`src/rtl/control_decode_pipe.sv`:
```
// control_decode_pipe: registered RV32I control decoder with a valid/ready ID/EX register,
// load-use bubble insertion and MUL/DIV occupancy stall. Define RV32M_EN to decode RV32M.
module control_decode_pipe #(
  parameter int BITS       = 32,
  parameter int MULDIV_LAT = 4
) (
  input  logic        clk,
  input  logic        rst,
  input  logic        in_valid,
  output logic        in_ready,
  input  logic [31:0] instr,
  input  logic        flush,
  output logic        out_valid,
  input  logic        out_ready,
  output logic [4:0]  out_alu_ctrl,
  output logic        out_branch,
  output logic        out_mem_read,
  output logic        out_mem_to_reg,
  output logic        out_mem_write,
  output logic        out_alu_src,
  output logic        out_reg_write,
  output logic [4:0]  out_rd,
  output logic [4:0]  out_rs1,
  output logic [4:0]  out_rs2,
  output logic        out_illegal,
  output logic        muldiv_busy
);
  // state    | meaning
  // RUN      | issuing normally
  // BUBBLE   | load-use hazard cycle: input stalled, pending load dropped at the edge
  // MD_WAIT  | M-extension op occupying EX; counter holds the remaining cycles

  localparam logic [1:0] ST_RUN = 2'd0, ST_BUBBLE = 2'd1, ST_MD_WAIT = 2'd2;

  localparam logic [6:0] OP_R = 7'b0110011, OP_I = 7'b0010011, OP_LOAD = 7'b0000011,
                         OP_STORE = 7'b0100011, OP_BRANCH = 7'b1100011, OP_AUIPC = 7'b0010111,
                         OP_JAL = 7'b1101111, OP_JALR = 7'b1100111;

  localparam logic [4:0] ALU_NOP = 5'd0, ALU_ADD = 5'd1, ALU_SUB = 5'd2, ALU_SLL = 5'd3,
                         ALU_SLT = 5'd4, ALU_SLTU = 5'd5, ALU_XOR = 5'd6, ALU_SRL = 5'd7,
                         ALU_SRA = 5'd8, ALU_OR = 5'd9, ALU_AND = 5'd10, ALU_BEQ = 5'd11,
                         ALU_BNE = 5'd12, ALU_BLT = 5'd13, ALU_BGE = 5'd14, ALU_BLTU = 5'd15,
                         ALU_BGEU = 5'd16, ALU_AUIPC = 5'd17, ALU_JAL = 5'd18, ALU_JALR = 5'd19;
`ifdef RV32M_EN
  localparam logic [4:0] ALU_MUL = 5'd20, ALU_REMU = 5'd27;
`endif

  localparam int CW = (MULDIV_LAT > 1) ? $clog2(MULDIV_LAT) : 1;
  // Datapath width has no bearing on control decode.
  localparam int bits_unused = BITS;

  logic [6:0] opcode, funct7;
  logic [2:0] funct3;
  logic [4:0] rd, rs1, rs2;
  assign opcode = instr[6:0];
  assign rd     = instr[11:7];
  assign funct3 = instr[14:12];
  assign rs1    = instr[19:15];
  assign rs2    = instr[24:20];
  assign funct7 = instr[31:25];

  logic [4:0] dec_alu;
  logic dec_branch, dec_mem_read, dec_mem_write, dec_alu_src, dec_reg_write, dec_illegal;
  logic use_rs1, use_rs2;

  always_comb begin
    dec_alu = ALU_NOP;
    dec_branch = 1'b0;
    dec_mem_read = 1'b0;
    dec_mem_write = 1'b0;
    dec_alu_src = 1'b0;
    dec_reg_write = 1'b0;
    dec_illegal = 1'b0;
    use_rs1 = 1'b0;
    use_rs2 = 1'b0;
    case (opcode)
      OP_R: begin
        use_rs1 = 1'b1;
        use_rs2 = 1'b1;
        dec_reg_write = 1'b1;
        case (funct7)
          7'b0000000:
            case (funct3)
              3'b000:  dec_alu = ALU_ADD;
              3'b001:  dec_alu = ALU_SLL;
              3'b010:  dec_alu = ALU_SLT;
              3'b011:  dec_alu = ALU_SLTU;
              3'b100:  dec_alu = ALU_XOR;
              3'b101:  dec_alu = ALU_SRL;
              3'b110:  dec_alu = ALU_OR;
              default: dec_alu = ALU_AND;
            endcase
          7'b0100000:
            case (funct3)
              3'b000:  dec_alu = ALU_SUB;
              3'b101:  dec_alu = ALU_SRA;
              default: dec_illegal = 1'b1;
            endcase
`ifdef RV32M_EN
          7'b0000001: dec_alu = ALU_MUL + {2'b00, funct3};
`endif
          default: dec_illegal = 1'b1;
        endcase
      end
      OP_I: begin
        use_rs1 = 1'b1;
        dec_alu_src = 1'b1;
        dec_reg_write = 1'b1;
        case (funct3)
          3'b000:  dec_alu = ALU_ADD;
          3'b001:  if (funct7 == 7'b0000000) dec_alu = ALU_SLL; else dec_illegal = 1'b1;
          3'b010:  dec_alu = ALU_SLT;
          3'b011:  dec_alu = ALU_SLTU;
          3'b100:  dec_alu = ALU_XOR;
          3'b101:
            if (funct7 == 7'b0000000) dec_alu = ALU_SRL;
            else if (funct7 == 7'b0100000) dec_alu = ALU_SRA;
            else dec_illegal = 1'b1;
          3'b110:  dec_alu = ALU_OR;
          default: dec_alu = ALU_AND;
        endcase
      end
      OP_LOAD: begin
        use_rs1 = 1'b1;
        dec_alu = ALU_ADD;
        dec_alu_src = 1'b1;
        dec_mem_read = 1'b1;
        dec_reg_write = 1'b1;
        dec_illegal = (funct3 == 3'b011) || (funct3 == 3'b110) || (funct3 == 3'b111);
      end
      OP_STORE: begin
        use_rs1 = 1'b1;
        use_rs2 = 1'b1;
        dec_alu = ALU_ADD;
        dec_alu_src = 1'b1;
        dec_mem_write = 1'b1;
        dec_illegal = funct3[2] || (funct3 == 3'b011);
      end
      OP_BRANCH: begin
        use_rs1 = 1'b1;
        use_rs2 = 1'b1;
        dec_branch = 1'b1;
        case (funct3)
          3'b000:  dec_alu = ALU_BEQ;
          3'b001:  dec_alu = ALU_BNE;
          3'b100:  dec_alu = ALU_BLT;
          3'b101:  dec_alu = ALU_BGE;
          3'b110:  dec_alu = ALU_BLTU;
          3'b111:  dec_alu = ALU_BGEU;
          default: dec_illegal = 1'b1;
        endcase
      end
      OP_AUIPC: begin
        dec_alu = ALU_AUIPC;
        dec_alu_src = 1'b1;
        dec_reg_write = 1'b1;
      end
      OP_JAL: begin
        dec_alu = ALU_JAL;
        dec_alu_src = 1'b1;
        dec_branch = 1'b1;
        dec_reg_write = 1'b1;
      end
      OP_JALR: begin
        use_rs1 = 1'b1;
        dec_alu = ALU_JALR;
        dec_alu_src = 1'b1;
        dec_branch = 1'b1;
        dec_reg_write = 1'b1;
        dec_illegal = (funct3 != 3'b000);
      end
      default: dec_illegal = 1'b1;
    endcase
    // Illegal instructions still flow downstream, but inert.
    if (dec_illegal) begin
      dec_alu = ALU_NOP;
      dec_branch = 1'b0;
      dec_mem_read = 1'b0;
      dec_mem_write = 1'b0;
      dec_alu_src = 1'b0;
      dec_reg_write = 1'b0;
    end
    if (rd == 5'd0) dec_reg_write = 1'b0;
  end

  logic [1:0] state_q, state_d, state;
  logic [CW-1:0] cnt_q, cnt_d;
  logic load_pend_q, load_pend_d;
  logic [4:0] load_rd_q, load_rd_d;
  logic valid_q, branch_q, mem_read_q, mem_write_q, alu_src_q, reg_write_q, illegal_q;
  logic [4:0] alu_q, rd_q, rs1_q, rs2_q;
  logic hazard, accept, take, md_start;

  assign hazard = load_pend_q && in_valid &&
                  ((use_rs1 && (rs1 == load_rd_q)) || (use_rs2 && (rs2 == load_rd_q)));
  // The bubble is the hazard cycle itself, so it never outlives a single cycle.
  assign state    = ((state_q == ST_RUN) && hazard) ? ST_BUBBLE : state_q;
  assign in_ready = (state == ST_RUN) && !flush && (!valid_q || out_ready);
  assign accept   = in_valid && in_ready;
  assign take     = valid_q && out_ready;

`ifdef RV32M_EN
  assign md_start    = take && (alu_q >= ALU_MUL) && (alu_q <= ALU_REMU) && (MULDIV_LAT > 1);
  assign muldiv_busy = (state_q == ST_MD_WAIT);
`else
  assign md_start    = 1'b0;
  assign muldiv_busy = 1'b0;
`endif

  always_comb begin
    state_d = state_q;
    cnt_d = cnt_q;
    load_pend_d = load_pend_q;
    load_rd_d = load_rd_q;
    if (flush) begin
      state_d = ST_RUN;
      cnt_d = '0;
      load_pend_d = 1'b0;
    end else begin
      case (state)
        ST_MD_WAIT:
          if (cnt_q == CW'(1)) begin
            state_d = ST_RUN;
            cnt_d = '0;
          end else begin
            cnt_d = cnt_q - CW'(1);
          end
        ST_BUBBLE: begin
          state_d = ST_RUN;
          load_pend_d = 1'b0;
        end
        default:
          if (md_start) begin
            state_d = ST_MD_WAIT;
            cnt_d = CW'(MULDIV_LAT - 1);
          end
      endcase
      if (accept) begin
        load_pend_d = dec_mem_read && (rd != 5'd0);
        load_rd_d = rd;
      end
    end
  end

  always_ff @(posedge clk or posedge rst) begin
    if (rst) begin
      state_q <= ST_RUN;
      cnt_q <= '0;
      load_pend_q <= 1'b0;
      load_rd_q <= 5'd0;
    end else begin
      state_q <= state_d;
      cnt_q <= cnt_d;
      load_pend_q <= load_pend_d;
      load_rd_q <= load_rd_d;
    end
  end

  always_ff @(posedge clk or posedge rst) begin
    if (rst) begin
      valid_q <= 1'b0;
      alu_q <= ALU_NOP;
      branch_q <= 1'b0;
      mem_read_q <= 1'b0;
      mem_write_q <= 1'b0;
      alu_src_q <= 1'b0;
      reg_write_q <= 1'b0;
      illegal_q <= 1'b0;
      rd_q <= 5'd0;
      rs1_q <= 5'd0;
      rs2_q <= 5'd0;
    end else if (flush) begin
      valid_q <= 1'b0;
    end else if (accept) begin
      valid_q <= 1'b1;
      alu_q <= dec_alu;
      branch_q <= dec_branch;
      mem_read_q <= dec_mem_read;
      mem_write_q <= dec_mem_write;
      alu_src_q <= dec_alu_src;
      reg_write_q <= dec_reg_write;
      illegal_q <= dec_illegal;
      rd_q <= rd;
      rs1_q <= rs1;
      rs2_q <= rs2;
    end else if (take) begin
      valid_q <= 1'b0;
    end
  end

  assign out_valid      = valid_q;
  assign out_alu_ctrl   = alu_q;
  assign out_branch     = branch_q;
  assign out_mem_read   = mem_read_q;
  assign out_mem_to_reg = mem_read_q;
  assign out_mem_write  = mem_write_q;
  assign out_alu_src    = alu_src_q;
  assign out_reg_write  = reg_write_q;
  assign out_illegal    = illegal_q;
  assign out_rd         = rd_q;
  assign out_rs1        = rs1_q;
  assign out_rs2        = rs2_q;
endmodule

```
`config.mk`:
```
export PLATFORM = sky130hd
export DESIGN_NAME = control_decode_pipe
export DESIGN_NICKNAME = d
export VERILOG_FILES = /design/src/rtl/control_decode_pipe.sv
export SDC_FILE = /design/constraint.sdc
export NUM_CORES = 1
export LEC_CHECK = 0
export ABC_AREA = 1
export CAP_MARGIN = 20
export CORE_ASPECT_RATIO = 0.7
export CORE_UTILIZATION = 41
export CTS_CLUSTER_SIZE = 24
export DETAILED_ROUTE_END_ITERATION = 6
export PLACE_DENSITY = 0.79
export SETUP_SLACK_MARGIN = 0.4
export SLEW_MARGIN = 25
export SYNTH_ARGS = -nofsm -noshare
export SYNTH_HDL_FRONTEND = slang
export SYNTH_SLANG_ARGS = --single-unit
```
`constraint.sdc`:
```
create_clock -name clk -period 2.25 [get_ports clk]
set_input_delay 0.675 -clock clk [delete_from_list [all_inputs] [get_ports clk]]
set_output_delay 0.675 -clock clk [all_outputs]
set_load 0.02 [all_outputs]
```
[Word-level counts from Yosys, hierarchy flattened]
Index checks and enable logic that the tools add are counted.
Widths: inputs -> output; s select.
Word-level totals
  flip-flop bits (word level): 32
  input bits: 37
  output and inout port bits: 30
  logic and storage cells: 121
Cells by class
  equality and inequality tests: 22
  add/sub/neg operators: 1
  muxes and demuxes: 44
  reductions and logical operators: 39
  bitwise operators: 1
Operators by type and width (number)
  $pmux 4 s7: 2
  $pmux 5 s7: 1
  $pmux 5 s6: 1
  $mux 1: 24
  $reduce_or 6->1: 4
  $eq 7x6->1 const B: 3
  $eq 7x7->1 const B: 3
  $pmux 4 s2: 2
  $eq 7x5->1 const B: 2
  $mux 2: 7
  $eq 3x3->1 const B: 4
  $reduce_bool 3->1: 4
  $eq 5x5->1: 2
  $logic_and 1x1->1: 10
  $mux 4: 2
  $eq 7x2->1 const B: 1
  $logic_not 7->1: 1
  $pmux 1 s7: 1
  $eq 3x2->1 const B: 2
  $reduce_or 2->1: 3
  $reduce_or 3->1: 2
  $logic_not 5->1: 1
  $logic_or 1x1->1: 5
  $mux 5: 1
  other kinds (14): 19

[Longest topological paths before layout]
Gate-level depths: netlist (run 1).
  word-level depth: 14
  gate-level depth with buffers: 14
  depth with buffers taken out: 13

[Least setup slack after synthesis (run 1)]
OpenSTA, ideal clock, no wires.
  path kind: input to output
  start point: input port instr[1]
  end point: output port in_ready
  stages on the path: 11
  arrival: 1.600 ns
  data required time: 1.575 ns
  buffers on the path: 0
  path slack: -0.025 ns
  cells stage by stage: nand2_1 > inv_1 > nand2_2 > nor2_2 > nand2_1 > nand3_1 > nand2_1 > nand2_1 > nand2_4 > nand3_4 > inv_1
Between the ends
  word-level cells in the longest chain between the ends: 11
  elaborated cells between the ends (all ways): 19
  those cells by class: eq/ne (6); mux (3); reduce/logical (10)
RTL lines
  start, declared: RTL line 11  | input logic [31:0] instr,
  $eq 7x7->1, or another cell as far along: RTL line 76  | case (opcode)
  $reduce_or 6->1 (no line) / $reduce_or 3->1 (equally long branches)
  $mux 1: RTL line 76
  $logic_and 1x1->1: RTL line 195  | ((use_rs1 && (rs1 == load_rd_q)) || (use_rs2 && (rs2 == load_rd_q)));
  $logic_or 1x1->1 (*): RTL line 195
  $logic_and 1x1->1 (*): RTL line 194  | assign hazard = load_pend_q && in_valid &&
  $logic_and 1x1->1 (*): RTL line 197  | assign state = ((state_q == ST_RUN) && hazard) ? ST_BUBBLE : state_q;
  $mux 2 (*): RTL line 197
  $logic_not 2->1 (*): RTL line 198  | assign in_ready = (state == ST_RUN) && !flush && (!valid_q || out_ready);
  $logic_and 1x1->1 (*) (2 in series): RTL line 198
  end, declared: RTL line 10  | output logic in_ready,
Every way passes the cells marked *; elsewhere a longest branch is shown, timed or not.

[Worst setup path in the final report (run 1)]
  start point: input port instr[3]
  end point: output port in_ready
The elaborated chain is that of the path after synthesis.

==> results of run 1 <==
state kept, by name, indices dropped and copies added (netlist names):
name,count
load_pend_q,1
out_alu_ctrl,5
out_alu_src,1
out_branch,1
out_illegal,1
out_mem_read,1
out_mem_write,1
out_rd,5
out_reg_write,1
out_rs1,5
out_rs2,5
out_valid,1
Yosys cell counts (2+ instances only):
| cell | instances |
|---|---|
| nand2_1 | 117 |
| nor2_1 | 35 |
| inv_1 | 30 |
| dfrtp_1 | 28 |
| nand3_1 | 15 |
| nand2_2 | 7 |
| nand4_1 | 7 |
| o21ai_0 | 7 |
| nor2_2 | 6 |
| xor2_1 | 5 |
| a21oi_1 | 4 |
| nor3_1 | 4 |
| xnor2_1 | 4 |
| buf_4 | 3 |
| buf_6 | 3 |
| inv_2 | 2 |
| o211ai_1 | 2 |
cell families (layout without fill, tap and decap cells):
kind of cell / after synthesis / count (layout) / share of synthesized area (%)
buf+inv: 39 / 167 / 9.32
xor+xnor: 9 / 9 / 4.05
other cells: 1 / 1 / 0.193
simple gates: 198 / 203 / 45.3
compound gates: 17 / 17 / 5.08
flops: 28 / 28 / 36.0
where the power goes:
part / leakage, nW / switching (mW) / total (mW) / internal (mW)
clock: 0.0216 / 0.158 / 0.279 / 0.121
sequential: 0.364 / 0.0374 / 0.586 / 0.549
combinational: 1.44 / 0.295 / 0.529 / 0.234
worst max path at each step:
| stage | startpoint | to | slack [ns] |
|---|---|---|---|
| floorplan | instr[1] | in_ready | 0.08 |
| global placement | instr[1] | in_ready | -1.0 |
| detailed placement | instr[4] | in_ready | -1.03 |
| CTS | instr[2] | in_ready | -0.12 |
| global route | instr[3] | in_ready | -0.26 |
| finish | instr[3] | in_ready | -0.17 |
per-stage QoR:
step                hold WS, ns  instances  total power [mW]
floorplan                 0.518        292             0.815
detailed placement        0.465        456              1.09
CTS                       0.488        474              1.35
finish                    0.484        480              1.39
global placement          0.464        456              1.08
global route              0.502        480              1.45
routing by layer:
layer	vias up	GRT usage, %	part of all wire (%)
met1	1148	41.3	45
li1	1187	-	-
met4	0	2.91	1.0
met2	148	44.7	44
met3	12	7.38	10
met5	-	0	0
critical path: stages:
cell and delay [ns]:
buf_8 0.10, nor2_4 0.15, nand2_8 0.09, nor2_4 0.13, nand2_2 0.08, nand3_2 0.08, nand2_2 0.06, nand2_2 0.09
nand2_4 0.06, nand3_4 0.07, inv_4 0.03, buf_6 0.12
layout make-up:
type / instances / area (um2) / share of cell area [%]
Clock buffer: 3 / 41.3 / 1.21
Inverter: 32 / 140 / 4.09
Multi-Input combinational cell: 230 / 1360 / 39.6
Sequential cell: 28 / 701 / 20.5
Tap cell: 55 / 68.8 / 2.01
Timing Repair Buffer: 132 / 1120 / 32.7
layout by cell type, fill, tap and decap left out, types with 2 or more instances in the layout:
| master | n |
|---|---|
| clkdlybuf4s15_1 | 7 |
| clkdlybuf4s50_1 | 9 |
| buf_8 | 4 |
| nand3_2 | 6 |
| inv_2 | 4 |
| nand4_1 | 7 |
| nand2_8 | 2 |
| dlygate4sd2_1 | 33 |
| nor2_2 | 7 |
| xor2_1 | 5 |
| o21ai_1 | 2 |
| nand3_1 | 9 |
| buf_2 | 4 |
| o211ai_1 | 2 |
| buf_6 | 10 |
| dfrtp_1 | 28 |
| inv_1 | 25 |
| nand2_1 | 93 |
| nor2_4 | 10 |
| a21oi_1 | 2 |
| nor2_1 | 26 |
| nand2_2 | 27 |
| nand2_4 | 3 |
| clkbuf_8 | 3 |
| clkbuf_2 | 4 |
| buf_4 | 61 |
| a21oi_2 | 2 |
| o21ai_0 | 6 |
| nor3_1 | 3 |
| xnor2_1 | 4 |
| nand4_4 | 4 |
timing repair:
action,4_1_cts,5_1_grt
cloned,5,0
pin swaps,38,44
setup buffers,10,6
resized for setup,132,57
endpoints found under the setup margin,57,33
==> key figures, run 1 <==
Detailed routing
  – Vias: approximately 2500
  – First-pass DRT Iterations: 7
  – Final wirelength: ~7.3 mm
  – Final ANT Viol Nets: 0
  – Drt initial violations: around 250
  – Post-DR wirelength/cell: roughly 15 um
  – Vias per cell: slightly above 5
  – # DRC: 6

Hold path
  – Worst Min Path Start: out_alu_ctrl[3]$_DFFE_PP0P_
  – HP Class: flip-flop to flip-flop
  – Hold endpoint: out_alu_ctrl[3]$_DFFE_PP0P_
  – WHS Path Cells: 2

Worst setup path
  – Reg-to-reg startpoint: out_rd[1]$_DFFE_PP0P_
  – CP Max Fanout: 4
  – R2R Path End: out_alu_src$_DFFE_PP0P_
  – Startpoint types: primary input
  – Reg2reg path depth: 14
  – CP Class: primary input to output port
  – Worst Setup End Kind: output port
  – Worst EP required: 1.57 ns
  – Worst EP arrival: 1.75 ns
  – Reg-to-reg slack, setup: between 0.3 and 0.4 ns

GRT
  – Vias in the first global route: between 2000 and 2500
  – Initial antenna violation count: 0
  – Pin count of the biggest net entering global routing: 29
  – First-pass GRT wire length: between 10 and 15 mm
  – GRT Overall Usage: around 29%
  – Grt ovf: 0

Cells and area
  – Post-layout util: about 77%
  – Share of cells above drive strength 1: between 30% and 40%
  – Nets: about 460
  – Fill cells: between 300 and 400
  – Antenna Cells: 0
  – Post-route cell area: approximately 3400 um2
  – P&R area growth vs syn: 76.1%

Synthesis
  – Mapped cell area: 1950 um2
  – Main area contributors after synthesis: dfrtp_1 36%, nand2_1 23%, nor2_1 6.8%
  – Cells after synthesis: slightly below 300
  – Seq/Total Area, Yosys: 36.0%
  – Flip-flop and latch count after synthesis: 28
  – Syn Area/Cell: between 6 and 7 um2
  – Ys flop type: dfrtp_1
  – Fraction of registers with async set/reset: 100%
  – Distinct cells, synth: 30
  – Cell accounting for the most synthesized area: dfrtp_1
  – Post-synth EDFFs: 0
  – Yosys synthesis warning count: 0
  – Syn Nets: 329
  – Share of the synthesized area in the top cell type: approximately 36%

Clock network
  – H-Tree Depth: 1
  – CTS Buffer Depth: 2
  – Cts bufs inserted: 3
  – CTS sink cnt: 28
  – Clk Latency, worst-skew pair: between 0.2 and 0.3 ns
  – # hold bufs at CTS: 0
  – TritonCTS clock tree: built
  – Root Driver: clkbuf_8
  – Clock transition at the registers of the reported paths: 0.09 ns

Floorplan
  – Starting density of the core: between 40 and 50%
  – Die W: 84.3 um
  – CORE AREA: between 4000 and 5000 um2
  – Rows: 20
  – Chip Height: 59.6 um
  – I/O Pins: 67
  – Die footprint: roughly 5000 um2

Place
  – Port bufs: 65
  – Place WS: -1.03 ns
  – GPL Wtd Cong: a little under 0.9
  – Placed inst area: slightly above 3000 um2
  – DP Wirelength: about 4.7 mm

Pwr
  – Maximum vdd drop: between 0.0003 and 0.0004 V
  – Power Density: a little over 400 nW/um2
  – Static leakage: ~1.8 nW

Timing
  – Setup TNS Final: -0.171 ns
  – Fmax: just over 400 MHz
  – Fin Clk Skew: 0.00563 ns
  – Max Slew Vio Count: 0
  – Minimum clock period after layout: around 2.4 ns
  – RSZ-0062 raised after global routing: true
  – Final cycle utilization of the critical path: 108%
  – Final setup vio count: 1
  – Final Worst Setup Slack: -0.171 ns
  – Hold Fails Final Rpt: 0

Flow run
  – Max-cap violations: 0

Run status
  – Failing checks: DRC, setup timing
  – Status: finished with violations
(Power assumes the default switching activity.)
==> run 2: changes to the inputs <==
==> constraint.sdc (replaced) <==
create_clock -name clk -period 2.25 [get_ports clk]
set_input_delay 0.45 -clock clk [delete_from_list [all_inputs] [get_ports clk]]
set_output_delay 0.45 -clock clk [all_outputs]
set_load 0.02 [all_outputs]
==> run 2 against run 1 <==
Effect of this change: clock skew barely moved; setup slack improved by 0.37 ns; the flow finishes with violations (DRC); design area fell by 1.1%.
==> key figures, run 2 (same netlist as run 1, synthesis figures left out) <==
Worst setup path
  – Startpoint types: flip-flop
  – CP Class: flip-flop to output port
  – Crit path max-delay cell type: dfrtp_2
  – Worst Setup End Kind: output port
  – CP dominant cell by count: nand2_1
  – Reg2reg path depth: 14
  – Worst EP required: roughly 1.8 ns
  – Worst EP arrival: 1.60 ns
  – Reg-to-reg slack, setup: around 0.4 ns
  – R2R Path End: out_mem_write$_DFFE_PP0P_
  – Reg-to-reg startpoint: out_rd[1]$_DFFE_PP0P_
  – CP Max Fanout: 4
  – Worst-path cell chain: xor2_1 > nor2_1 > nand2_1 > nor2_2 > nand2_1 > nand2_2 > nand2_4 > nand3_4 > inv_2 > buf_6
  – Critical Path Max Stage Delay: roughly 0.46 ns

Place
  – Placed inst area: approximately 2900 um2
  – GPL Wtd Cong: approximately 1.1
  – Placed cell count: roughly 440
  – Port bufs: 65
  – DP Wirelength: between 4 and 5 mm
  – Place WS: -0.635 ns

Floorplan
  – Starting density of the core: about 44%
  – Die W: between 80 and 90 um
  – Chip Height: slightly below 60 um
  – I/O Pins: 67
  – Die footprint: roughly 5000 um2
  – CORE AREA: about 4500 um2
  – Rows: 20

Cells and area
  – Antenna Cells: 0
  – P&R area growth vs syn: 74.1%
  – Fill cells: 322
  – Post-layout util: 76.1%
  – Post-route cell area: about 3400 um2
  – Most frequent cells in the layout: 104 x nand2_1, 43 x buf_4, 41 x clkdlybuf4s50_1
  – Nets: ~460
  – Share of cells above drive strength 1: 32.1%
  – Fin cells: around 470
  – Most common cell after layout, fill and taps aside: nand2_1

Timing
  – Fmax: between 400 and 500 MHz
  – WHS: 0.489 ns
  – Final setup vio count: 0
  – Final cycle utilization of the critical path: 91.0%
  – Hold Fails Final Rpt: 0
  – Setup TNS Final: 0 ns
  – Final Worst Setup Slack: 0.202 ns
  – Fin Clk Skew: 0.00567 ns
  – Minimum clock period after layout: just over 2 ns
  – RSZ-0062 raised after global routing: true
  – Max Slew Vio Count: 0

Clock network
  – CTS Buffer Depth: 2
  – H-Tree Depth: 1
  – Clock transition at the registers of the reported paths: approximately 0.090 ns
  – Root Driver: clkbuf_8
  – Cts bufs inserted: 3
  – TritonCTS clock tree: built
  – CTS sink cnt: 28
  – Clk Latency, worst-skew pair: about 0.28 ns

GRT
  – GRT Overall Usage: a little over a quarter
  – First-pass GRT wire length: 10.4 mm
  – Pin count of the biggest net entering global routing: 29
  – Vias in the first global route: between 2000 and 2500
  – Initial antenna violation count: 0
  – Grt ovf: 0

Pwr
  – Power Density: roughly 420 nW/um2
  – Maximum vdd drop: a little under 0.0004 V
  – Static leakage: between 1.5 and 2 nW
  – Total power: roughly 1.4 mW

Detailed routing
  – Drt initial violations: 293
  – Final ANT Viol Nets: 0
  – # DRC: 4
  – Vias: 2478
  – Vias per cell: about 5.3
  – First-pass DRT Iterations: 7
  – Final wirelength: between 7 and 8 mm
  – Post-DR wirelength/cell: roughly 15 um

Hold path
  – HP Class: flip-flop to flip-flop
  – Hold endpoint: out_rs1[3]$_DFFE_PP0P_
  – Worst Min Path Start: out_rs1[3]$_DFFE_PP0P_
  – WHS Path Cells: 2

Flow run
  – Max-cap violations: 0

Run status
  – Status: finished with violations
  – Failing checks: DRC
==> run 2: cell types whose count changed in the layout (fill, tap and decap cells not counted), moves of 4 or more <==
cell,before,now
buf_6,10,18
dlygate4sd2_1,33,12
dlymetal6s2s_1,0,4
nand2_2,27,17
clkdlybuf4s15_1,7,0
nand2_1,93,104
clkdlybuf4s50_1,9,41
buf_4,61,43
nor2_2,7,12
==> run 2: power by group <==
group          internal [mW]  switching, mW
clock                  0.157          0.153
sequential             0.550         0.0414
combinational          0.255          0.268
total                  0.961          0.462
==> run 2: how the worst max path moves through the flow <==
stage	cells after the start	slack [ns]	end	from
6_report	10	0.20	in_ready	out_rd[1]$_DFFE_PP0P_
5_1_grt	12	0.1	in_ready	out_rd[0]$_DFFE_PP0P_
4_1_cts	8	0.19	in_ready	out_rd[3]$_DFFE_PP0P_
3_5_place_dp	12	-0.64	in_ready	instr[3]
3_3_place_gp	12	-0.52	in_ready	instr[3]
2_1_floorplan	11	0.42	in_ready	instr[1]
==> run 2: layout make-up <==
class	instances	area [um2]	area share [%]
Timing Repair Buffer	126	1200	35.4
Multi-Input combinational cell	227	1240	36.5
Inverter	32	125	3.69
Clock buffer	4	55.1	1.62
Sequential cell	28	703	20.8
Tap cell	55	68.8	2.03
==> run 2: timing repair <==
action / in CTS / in global routing
endpoints found under the setup margin: 29 / 32
gates resized for setup: 68 / 58
hold buffers: 0 / 0
cloned: 1 / 1
pin swaps: 26 / 28
setup buffers: 20 / 9
==> run 2: worst max-delay path: cells and delay by family (launching register included) <==
family        cells  cell delay, ns
xor+xnor          1            0.15
buf+inv           2            0.16
flops             1            0.46
simple gates      7            0.56
==> run 2: metal layers <==
layer / up-vias / share of wire (%) / global-route usage [%] / routed length [um]
met5: - / 0 / 0 / 0
met4: 0 / 2.8 / 6.05 / 199
met3: 28 / 9.6 / 5.15 / 673
met2: 149 / 45 / 42.2 / 3180
met1: 1140 / 42 / 38.1 / 2990
li1: 1161 / - / - / -
